**config.mk**
```make
export PLATFORM = sky130hd
export DESIGN_NAME = fetch_port_arbiter
export DESIGN_NICKNAME = d
export VERILOG_FILES = /design/src/rtl/fetch_port_arbiter.sv
export SDC_FILE = /design/constraint.sdc
export NUM_CORES = 1
export LEC_CHECK = 0
export ABC_AREA = 0
export CAP_MARGIN = 40
export CORE_ASPECT_RATIO = 2
export CORE_MARGIN = 1.5
export CORE_UTILIZATION = 51
export CTS_CLUSTER_DIAMETER = 150
export DETAILED_ROUTE_END_ITERATION = 12
export PLACE_DENSITY = 0.8
export SYNTH_ARGS = -nofsm -noshare
export SYNTH_HDL_FRONTEND = slang
export SYNTH_SLANG_ARGS = --single-unit
export TNS_END_PERCENT = 1
```
**constraint.sdc**
```tcl
create_clock -name clk -period 2.7 [get_ports clk]
set_input_delay 0.54 -clock clk [delete_from_list [all_inputs] [get_ports clk]]
set_output_delay 0.54 -clock clk [all_outputs]
set_load 0.02 [all_outputs]
```
**src/rtl/fetch_port_arbiter.sv**
```systemverilog
// rtl/fetch_port_arbiter.sv - round-robin arbiter sharing one fetch engine among NUM_REQ buffer loaders
// Owner tracking decides when the engine tile pointer must be reset; a watchdog bounds each fetch.
module fetch_port_arbiter #(
  parameter int NUM_REQ   = 4,
  parameter int TIMEOUT_W = 12,
  parameter int TIMEOUT   = 2048
) (
  input  logic                 clk,
  input  logic                 rst_n,
  input  logic [NUM_REQ-1:0]   req,
  input  logic [3*NUM_REQ-1:0] req_sel,
  input  logic [NUM_REQ-1:0]   req_tiles,
  input  logic [NUM_REQ-1:0]   req_rst_ptr,
  input  logic [NUM_REQ-1:0]   req_lock,
  output logic [NUM_REQ-1:0]   grant,
  output logic [NUM_REQ-1:0]   done,
  output logic                 start_fetch,
  output logic                 reset_addr_counter,
  output logic [2:0]           Offset_Control,
  output logic                 Tiles_Control,
  input  logic                 fetch_done,
  output logic                 err_timeout
);

  localparam int IDX_W = (NUM_REQ > 1) ? $clog2(NUM_REQ) : 1;
  localparam logic [TIMEOUT_W-1:0] WDOG_LAST = TIMEOUT_W'(TIMEOUT - 1);

  typedef enum logic [2:0] {
    IDLE,
    SETUP,
    ISSUE,
    WAIT,
    RELEASE
  } state_t;

  state_t               state;
  logic [IDX_W-1:0]     owner;
  logic [IDX_W-1:0]     last;
  logic [IDX_W-1:0]     prev_owner;
  logic                 prev_valid;
  logic                 hold_off;
  logic [TIMEOUT_W-1:0] wdog;

  logic [IDX_W-1:0]     pick_idx;
  logic                 pick_valid;
  logic [2:0]           sel_arr [NUM_REQ];

  for (genvar g = 0; g < NUM_REQ; g++) begin : g_sel
    assign sel_arr[g] = req_sel[3*g +: 3];
  end

  function automatic logic [IDX_W-1:0] wrap_idx(input logic [IDX_W-1:0] base, input int step);
    return IDX_W'((int'(base) + step) % NUM_REQ);
  endfunction

  function automatic logic [NUM_REQ-1:0] one_hot(input logic [IDX_W-1:0] idx);
    logic [NUM_REQ-1:0] v;
    v      = '0;
    v[idx] = 1'b1;
    return v;
  endfunction

  // Circular search starting just after the previous winner.
  always_comb begin
    pick_valid = 1'b0;
    pick_idx   = '0;
    for (int k = 1; k <= NUM_REQ; k++) begin
      if (!pick_valid && req[wrap_idx(last, k)]) begin
        pick_valid = 1'b1;
        pick_idx   = wrap_idx(last, k);
      end
    end
  end

  always_ff @(posedge clk or negedge rst_n) begin
    if (!rst_n) begin
      state              <= IDLE;
      owner              <= '0;
      last               <= IDX_W'(NUM_REQ - 1);
      prev_owner         <= '0;
      prev_valid         <= 1'b0;
      hold_off           <= 1'b0;
      wdog               <= '0;
      grant              <= '0;
      done               <= '0;
      start_fetch        <= 1'b0;
      reset_addr_counter <= 1'b0;
      Offset_Control     <= 3'd0;
      Tiles_Control      <= 1'b0;
      err_timeout        <= 1'b0;
    end else begin
      done               <= '0;
      start_fetch        <= 1'b0;
      reset_addr_counter <= 1'b0;
      case (state)
        IDLE: begin
          // The cycle after a release is skipped so the served requester can drop req first.
          if (hold_off) begin
            hold_off <= 1'b0;
          end else if (pick_valid) begin
            owner              <= pick_idx;
            last               <= pick_idx;
            grant              <= one_hot(pick_idx);
            Offset_Control     <= sel_arr[pick_idx];
            Tiles_Control      <= req_tiles[pick_idx];
            reset_addr_counter <= !prev_valid || (prev_owner != pick_idx) || req_rst_ptr[pick_idx];
            prev_owner         <= pick_idx;
            prev_valid         <= 1'b1;
            state              <= SETUP;
          end
        end
        SETUP: begin
          start_fetch <= 1'b1;
          state       <= ISSUE;
        end
        ISSUE: begin
          wdog  <= '0;
          state <= WAIT;
        end
        WAIT: begin
          if (fetch_done) begin
            done  <= one_hot(owner);
            state <= RELEASE;
          end else if (wdog == WDOG_LAST) begin
            err_timeout <= 1'b1;
            done        <= one_hot(owner);
            state       <= RELEASE;
          end else begin
            wdog <= wdog + TIMEOUT_W'(1);
          end
        end
        RELEASE: begin
          // Burst under lock keeps the engine pointer unless the owner asks for a reset.
          if (req_lock[owner]) begin
            Offset_Control     <= sel_arr[owner];
            Tiles_Control      <= req_tiles[owner];
            reset_addr_counter <= req_rst_ptr[owner];
            state              <= SETUP;
          end else begin
            grant    <= '0;
            hold_off <= 1'b1;
            state    <= IDLE;
          end
        end
        default: state <= IDLE;
      endcase
    end
  end

endmodule

```
==> results of run 1 <==
## final cells by class
| type | count | area share |
|---|---|---|
| clock buffers | 7 | 0.03497 |
| multi-input cells | 158 | 0.4242 |
| repair buffers | 53 | 0.1853 |
| inverters | 3 | 0.004087 |
| flip-flops and latches | 36 | 0.3279 |
| well taps | 52 | 0.02361 |
## worst max-delay path: cells and delay by family
family	cells	cell delay [ps]
AO/OA/AOI/OAI	5	720
buffers and inverters	2	780
multiplexers	1	350
## layout by cell type, fill, tap and decap left out, types with 4 or more instances in the layout
cell,count
mux2i_1,4
clkdlybuf4s50_1,45
nand2_1,26
a21oi_1,9
buf_4,8
dfrtp_1,34
nand2b_1,4
mux2_4,4
mux4_2,6
xor2_1,8
nor2_1,26
clkbuf_8,7
nand3_1,5
## power by group through the flow
stage / Sequential (mW) / Combinational (mW) / Clock (mW)
6_report: 0.870 / 1.18 / 0.413
5_1_grt: 0.898 / 1.29 / 0.437
4_1_cts: 0.869 / 1.19 / 0.417
3_5_place_dp: 0.879 / 1.17 / 0
3_3_place_gp: 0.876 / 1.17 / 0
2_1_floorplan: 0.863 / 0.820 / 0
## per-layer routing
layer / global-route usage / wire, um / vias to the layer above
met5: 0 / 0 / -
met4: 0.07143 / 69 / 0
met3: 0.04272 / 143 / 6
met2: 0.4212 / 2738 / 36
met1: 0.2544 / 1840 / 841
li1: - / - / 850
## logic make-up (layout without fill, tap and decap cells)
logic type / count (synthesis) / after routing / synth area share
AOI/OAI and AO/OA: 42 / 42 / 0.1652
xor gates and xnor gates: 10 / 10 / 0.04072
adders and majority gates: 1 / 1 / 0.005816
buffers and inverters: 14 / 63 / 0.03665
DFF: 36 / 36 / 0.4200
muxes: 16 / 16 / 0.1198
and+or+nand+nor: 89 / 89 / 0.2117
## stage by stage
stage / instances / setup slack, ps / util
finish: 309 / 477.7 / 0.6740
global route: 309 / 328.8 / 0.6740
CTS: 309 / 485.6 / 0.6740
detailed placement: 302 / 197.3 / 0.6504
global placement: 302 / 190.6 / 0.6504
floorplan: 208 / 681.7 / -
## worst min path at each step
stage | from | end
floorplan | rst_n | Offset_Control[0]$_DFFE_PN0P_
global placement | prev_valid$_DFFE_PN0P_ | prev_valid$_DFFE_PN0P_
finish | prev_valid$_DFFE_PN0P_ | prev_valid$_DFFE_PN0P_
detailed placement | prev_valid$_DFFE_PN0P_ | prev_valid$_DFFE_PN0P_
global route | prev_valid$_DFFE_PN0P_ | prev_valid$_DFFE_PN0P_
CTS | prev_valid$_DFFE_PN0P_ | prev_valid$_DFFE_PN0P_
## registers in the layout (all words and copies together) (netlist names), 2 cells and up
register / cells
done: 4
last: 2
grant: 4
prev_owner: 2
state: 3
Offset_Control: 3
wdog: 12
==> out/qor.csv, run 1 <==
metric;value;unit
1st-iter DRT viols;41;
Worst R2R Setup Slack;730;ps
Hold Buf Count CTS;0;
area occupied by multi-input gates;1169;um^2
Crit-path slowest cell;clkdlybuf4s50_1;
Ant. Diodes;0;
H-tree levels;2;
WL/cell;15.50;um
max_cap viols;0;
Max Fclk;450.0;MHz
synthesized cell area;2151;um^2
CP startpoint;req[1];
Nets;289;
vias per inst;5.608;
Setup Skew;4.628;ps
Hold Path Stages;2;
root buffer cell;clkbuf_8;
post-synth net total;240;
Synth cell types;57;
status;completed;
Max FO, Critical Path;9;
register area share after synthesis;0.4200;
Synth area leader;dfrtp_1;
Slew Viols, Final;0;
setup TNS;0;ps
cts bufs inserted;5;
GRT overflow;0;
commonest cells in the netlist;dfrtp_1, nand2_1, nor2_1, a21oi_1, xor2_1;
RSZ-0062 raised after global routing;false;
vias in the first global route;1703;
share of the synthesized area in the top cell type;0.3956;
Clock Tree Buf Depth;2;
number of I/O pins;46;
Initial Util;0.5262;
CTS clock-pin slew for the worst setup and hold paths;70;ps
period utilization;0.8231;
critical path required time;2880;ps
Final Hold Vio Count;0;
# port buffers;45;
pwr/cell area;893.8;nW/um^2
most common flop cell mapped by yosys;dfrtp_1;
switch share;0.3845;
asr flop ratio synth;1.000;
CP max stage delay;580;ps
chip width;48.92;um
Mapped Cells;208;
first-pass GRT wire length;7976;um
P&R area growth vs syn;28.10;%
number of flops mapped to enable cells by yosys;0;
post-route ant nets;0;
gpl congestion;0.8228;
pin count of the biggest net entering global routing;37;
Design Area, Final;2755;um^2
Crit path top cell by count;a21oi_1;
DRC;0;
NetSw;946.7;uW
kind of end point of the critical path;flop;
crit path to;reset_addr_counter$_DFF_PN0_;
initial antenna violation count;0;
CTS tree;built;
Final Power;2.462;mW
most frequent cell after synthesis;dfrtp_1;
critical path class;in -> reg;
Critical R2R Capture;grant[0]$_DFFE_PN0P_;
DR vias;1733;
critical path arrival;2400;ps
post-CTS setup buffer count;0;
Tmin final;2222;ps
worst-margin pin slew;507.0;ps
clock tree sinks;36;
Skew-Pair Late Insertion Delay;290;ps
CP Launch Type;primary input;
Die Ht;94.84;um
Post-Syn Area per Cell;10.34;um^2
core area;4088;um^2
Comb pwr share;0.479;
worst vdd ir;0.7126;mV
drt first pass iters;4;
clock power share;0.168;
FF+latch area;903.4;um^2
final setup fails;0;
Int Pwr;1.516;mW
synthesis warning total;0;
Resized Gates After CTS;0;
worst r2r path cells;5;
Slew Limit Headroom;0.6620;
layout cell share with drive strength beyond 1;0.1673;
GRT Overall Usage;0.2255;
die area;4640;um^2
Flop pwr share;0.353;
Hold Crit Class;reg -> reg;
register bit total from synthesis;36;
Leak;1.184;nW
FP Rows;33;
area post-placement;2659;um^2
critical path cell sequence;clkdlybuf4s50_1 > a21oi_1 > a31oi_2 > a21oi_4 > buf_4 > mux2_2 > a21oi_1 > o21ai_1;
Post-DP HPWL;3553;um
DRT Wirelength;4791;um
FF-to-FF Start;prev_owner[1]$_DFFE_PN0P_;
worst hold slack;465.2;ps
synth top area cells;dfrtp_1, mux4_2, nand2_1, nor2_1, xor2_1;
Fillers;315;
Note: power is estimated with default switching activity, not from simulation.
==> run 2, diff against run 1 <==
--- a/config.mk
+++ b/config.mk
@@ -9,10 +9,10 @@
 export CAP_MARGIN = 40
 export CORE_ASPECT_RATIO = 2
 export CORE_MARGIN = 1.5
-export CORE_UTILIZATION = 51
+export CORE_UTILIZATION = 46
 export CTS_CLUSTER_DIAMETER = 150
 export DETAILED_ROUTE_END_ITERATION = 12
-export PLACE_DENSITY = 0.8
+export PLACE_DENSITY = 0.76
 export SYNTH_ARGS = -nofsm -noshare
 export SYNTH_HDL_FRONTEND = slang
 export SYNTH_SLANG_ARGS = --single-unit
==> constraint.sdc (replaced) <==
create_clock -name clk -period 1.9 [get_ports clk]
set_input_delay 0.38 -clock clk [delete_from_list [all_inputs] [get_ports clk]]
set_output_delay 0.38 -clock clk [all_outputs]
set_load 0.02 [all_outputs]
==> out/qor.csv, run 2 (synthesis gave the netlist of run 1 again) <==
metric;value;unit;change
Crit-path slowest cell;dfstp_2;;
H-tree levels;2;;unchanged
Fillers;374;;+19%
die area;5120;um^2;+10%
final setup fails;1;;+1
clock tree sinks;36;;unchanged
commonest non-fill, non-tap cells in the layout;clkdlybuf4s50_1, buf_4, dfrtp_1;;
Setup Skew;12.59;ps;+7.967 ps
Nets;319;;+10%
critical path cell sequence;buf_4 > a31oi_4 > a21oi_4 > mux2_4 > a2111oi_4 > o21ai_1;;
Ant. Diodes;0;;unchanged
root buffer cell;clkbuf_8;;
most common cell after layout, fill and taps aside;clkdlybuf4s50_1;;
CTS tree;built;;
Max Fclk;518.9;MHz;
Top Family by Delay on Critical Path;compound AO/OA/AOI/OAI gates;;
Post-DP HPWL;4228;um;+19%
number of I/O pins;46;;unchanged
top flop regs;wdog x12, done x4, grant x4;;
worst-margin pin slew;461.7;ps;-45.28 ps
Largest Register;wdog;;
critical path class;reg -> reg;;
worst path bufs/invs;1;;-1
core area;4554;um^2;+11%
Max FO, Critical Path;5;;-4
pin count of the biggest net entering global routing;37;;unchanged
Placed Cells;330;;+9.3%
vias in the first global route;2081;;+22%
kind of end point of the critical path;flop;;
Finished Layout Cells;343;;+11%
# port buffers;45;;unchanged
CP Launch Type;flop;;
Die Ht;99.70;um;+5.1%
worst vdd ir;1.206;mV;+69%
DRC;0;;unchanged
RSZ-0062 raised after global routing;true;;
Skew-Pair Late Insertion Delay;290;ps;about the same
Clock Tree Buf Depth;2;;unchanged
Util after Layout;0.6742;;about the same
FF-to-FF Start;last[1]$_DFFE_PN1P_;;
drt first pass iters;4;;unchanged
max_cap viols;0;;unchanged
chip width;51.35;um;+5.0%
P&R area growth vs syn;42.76;%;
CP startpoint;last[1]$_DFFE_PN1P_;;
Slew Limit Headroom;0.6922;;+0.03018
violated checks;setup timing;;
Leak;1.363;nW;+15%
Final Hold Vio Count;0;;unchanged
FP Rows;35;;+6.1%
Initial Util;0.4723;;-0.05392
CP max stage delay;610;ps;+30 ps
cts bufs inserted;5;;unchanged
critical path required time;2070;ps;-810 ps
Tmin final;1927;ps;
1st-iter DRT viols;45;;+9.8%
initial antenna violation count;0;;unchanged
GRT Overall Usage;0.2433;;+0.01771
pwr/cell area;1284;nW/um^2;+44%
DRT Wirelength;5626;um;+17%
WL/cell;16.40;um;+5.8%
gpl congestion;0.8237;;+0.11%
period utilization;1.014;;
critical path arrival;2100;ps;-300 ps
worst setup margin;-26.97;ps;-504.6 ps
Hold Crit Class;reg -> reg;;
GRT overflow;0;;unchanged
max FFs per register;12;;unchanged
HP Start;Offset_Control[0]$_DFFE_PN0P_;;
layout cell share with drive strength beyond 1;0.2917;;+0.1244
first-pass GRT wire length;9342;um;+17%
status;finished, violations left;;
post-route ant nets;0;;unchanged
vias per inst;5.574;;-0.61%
Slew Viols, Final;0;;unchanged
CTS clock-pin slew for the worst setup and hold paths;80;ps;about the same
DR vias;1912;;+10%
Hold Buf Count CTS;0;;unchanged
[run 2: cell type report]
cell class | instances | area, um^2 | share of cell area
flip-flops and latches | 36 | 903.4 | 0.2942
multi-input cells | 158 | 1245 | 0.4055
clock inverters | 3 | 18.77 | 0.006112
well taps | 55 | 68.82 | 0.02241
inverters | 3 | 11.26 | 0.003667
repair buffers | 83 | 754.5 | 0.2457
clock buffers | 5 | 68.82 | 0.02241
[run 2: path summary, 6_finish.rpt]
kind	endpoint	slack, ps	cells past startpoint
min in group asynchronous	wdog[3]$_DFFE_PN0P_	500	2
min reg2reg	Offset_Control[0]$_DFFE_PN0P_	490	2
min	Offset_Control[0]$_DFFE_PN0P_	490	2
max	reset_addr_counter$_DFF_PN0_	-30	6
max in group asynchronous	last[0]$_DFFE_PN1P_	1030	2
max reg2reg	reset_addr_counter$_DFF_PN0_	-30	6
[run 2: repair_timing]
| item | in CTS | in global routing |
|---|---|---|
| pin swaps | 2 | 4 |
| resized for setup | 10 | 10 |
| endpoints found under the setup margin | 6 | 11 |
| cloned | 0 | 0 |
| buffers inserted | 2 | 3 |
[run 2: worst min-delay path: cells and delay by family, from the launching register on]
kind               cells  cell delay [ps]
AOI/OAI and AO/OA      1               50
DFF                    1              350
and+or+nand+nor        1               50
[run 2: metal layers]
metal,vias to the layer above,track usage,part of all wire
li1,906,-,-
met1,944,0.2389,0.34
met2,45,0.4645,0.59
met3,17,0.03453,0.025
met4,0,0.1296,0.039
met5,-,0,0
[run 2: metrics by stage]
stage	setup WS [ps]	setup TNS [ps]	hold WS (ps)	instance area (um^2)	power (mW)
floorplan	25.93	0	84.41	2151	2.393
global placement	-312.6	-3583	443.4	2850	3.129
detailed placement	-399.5	-4596	473.0	2850	3.168
CTS	-2.573	-2.573	489.3	3004	3.837
global route	-76.53	-330.2	504.0	3070	4.196
finish	-26.97	-26.97	486.1	3070	3.942
[run 2: power by group]
group / total (mW) / internal (mW) / switching, mW
registers: 1.18 / 0.985 / 0.195
logic: 2.23 / 1.16 / 1.06
clock network: 0.535 / 0.255 / 0.280
total: 3.94 / 2.40 / 1.54
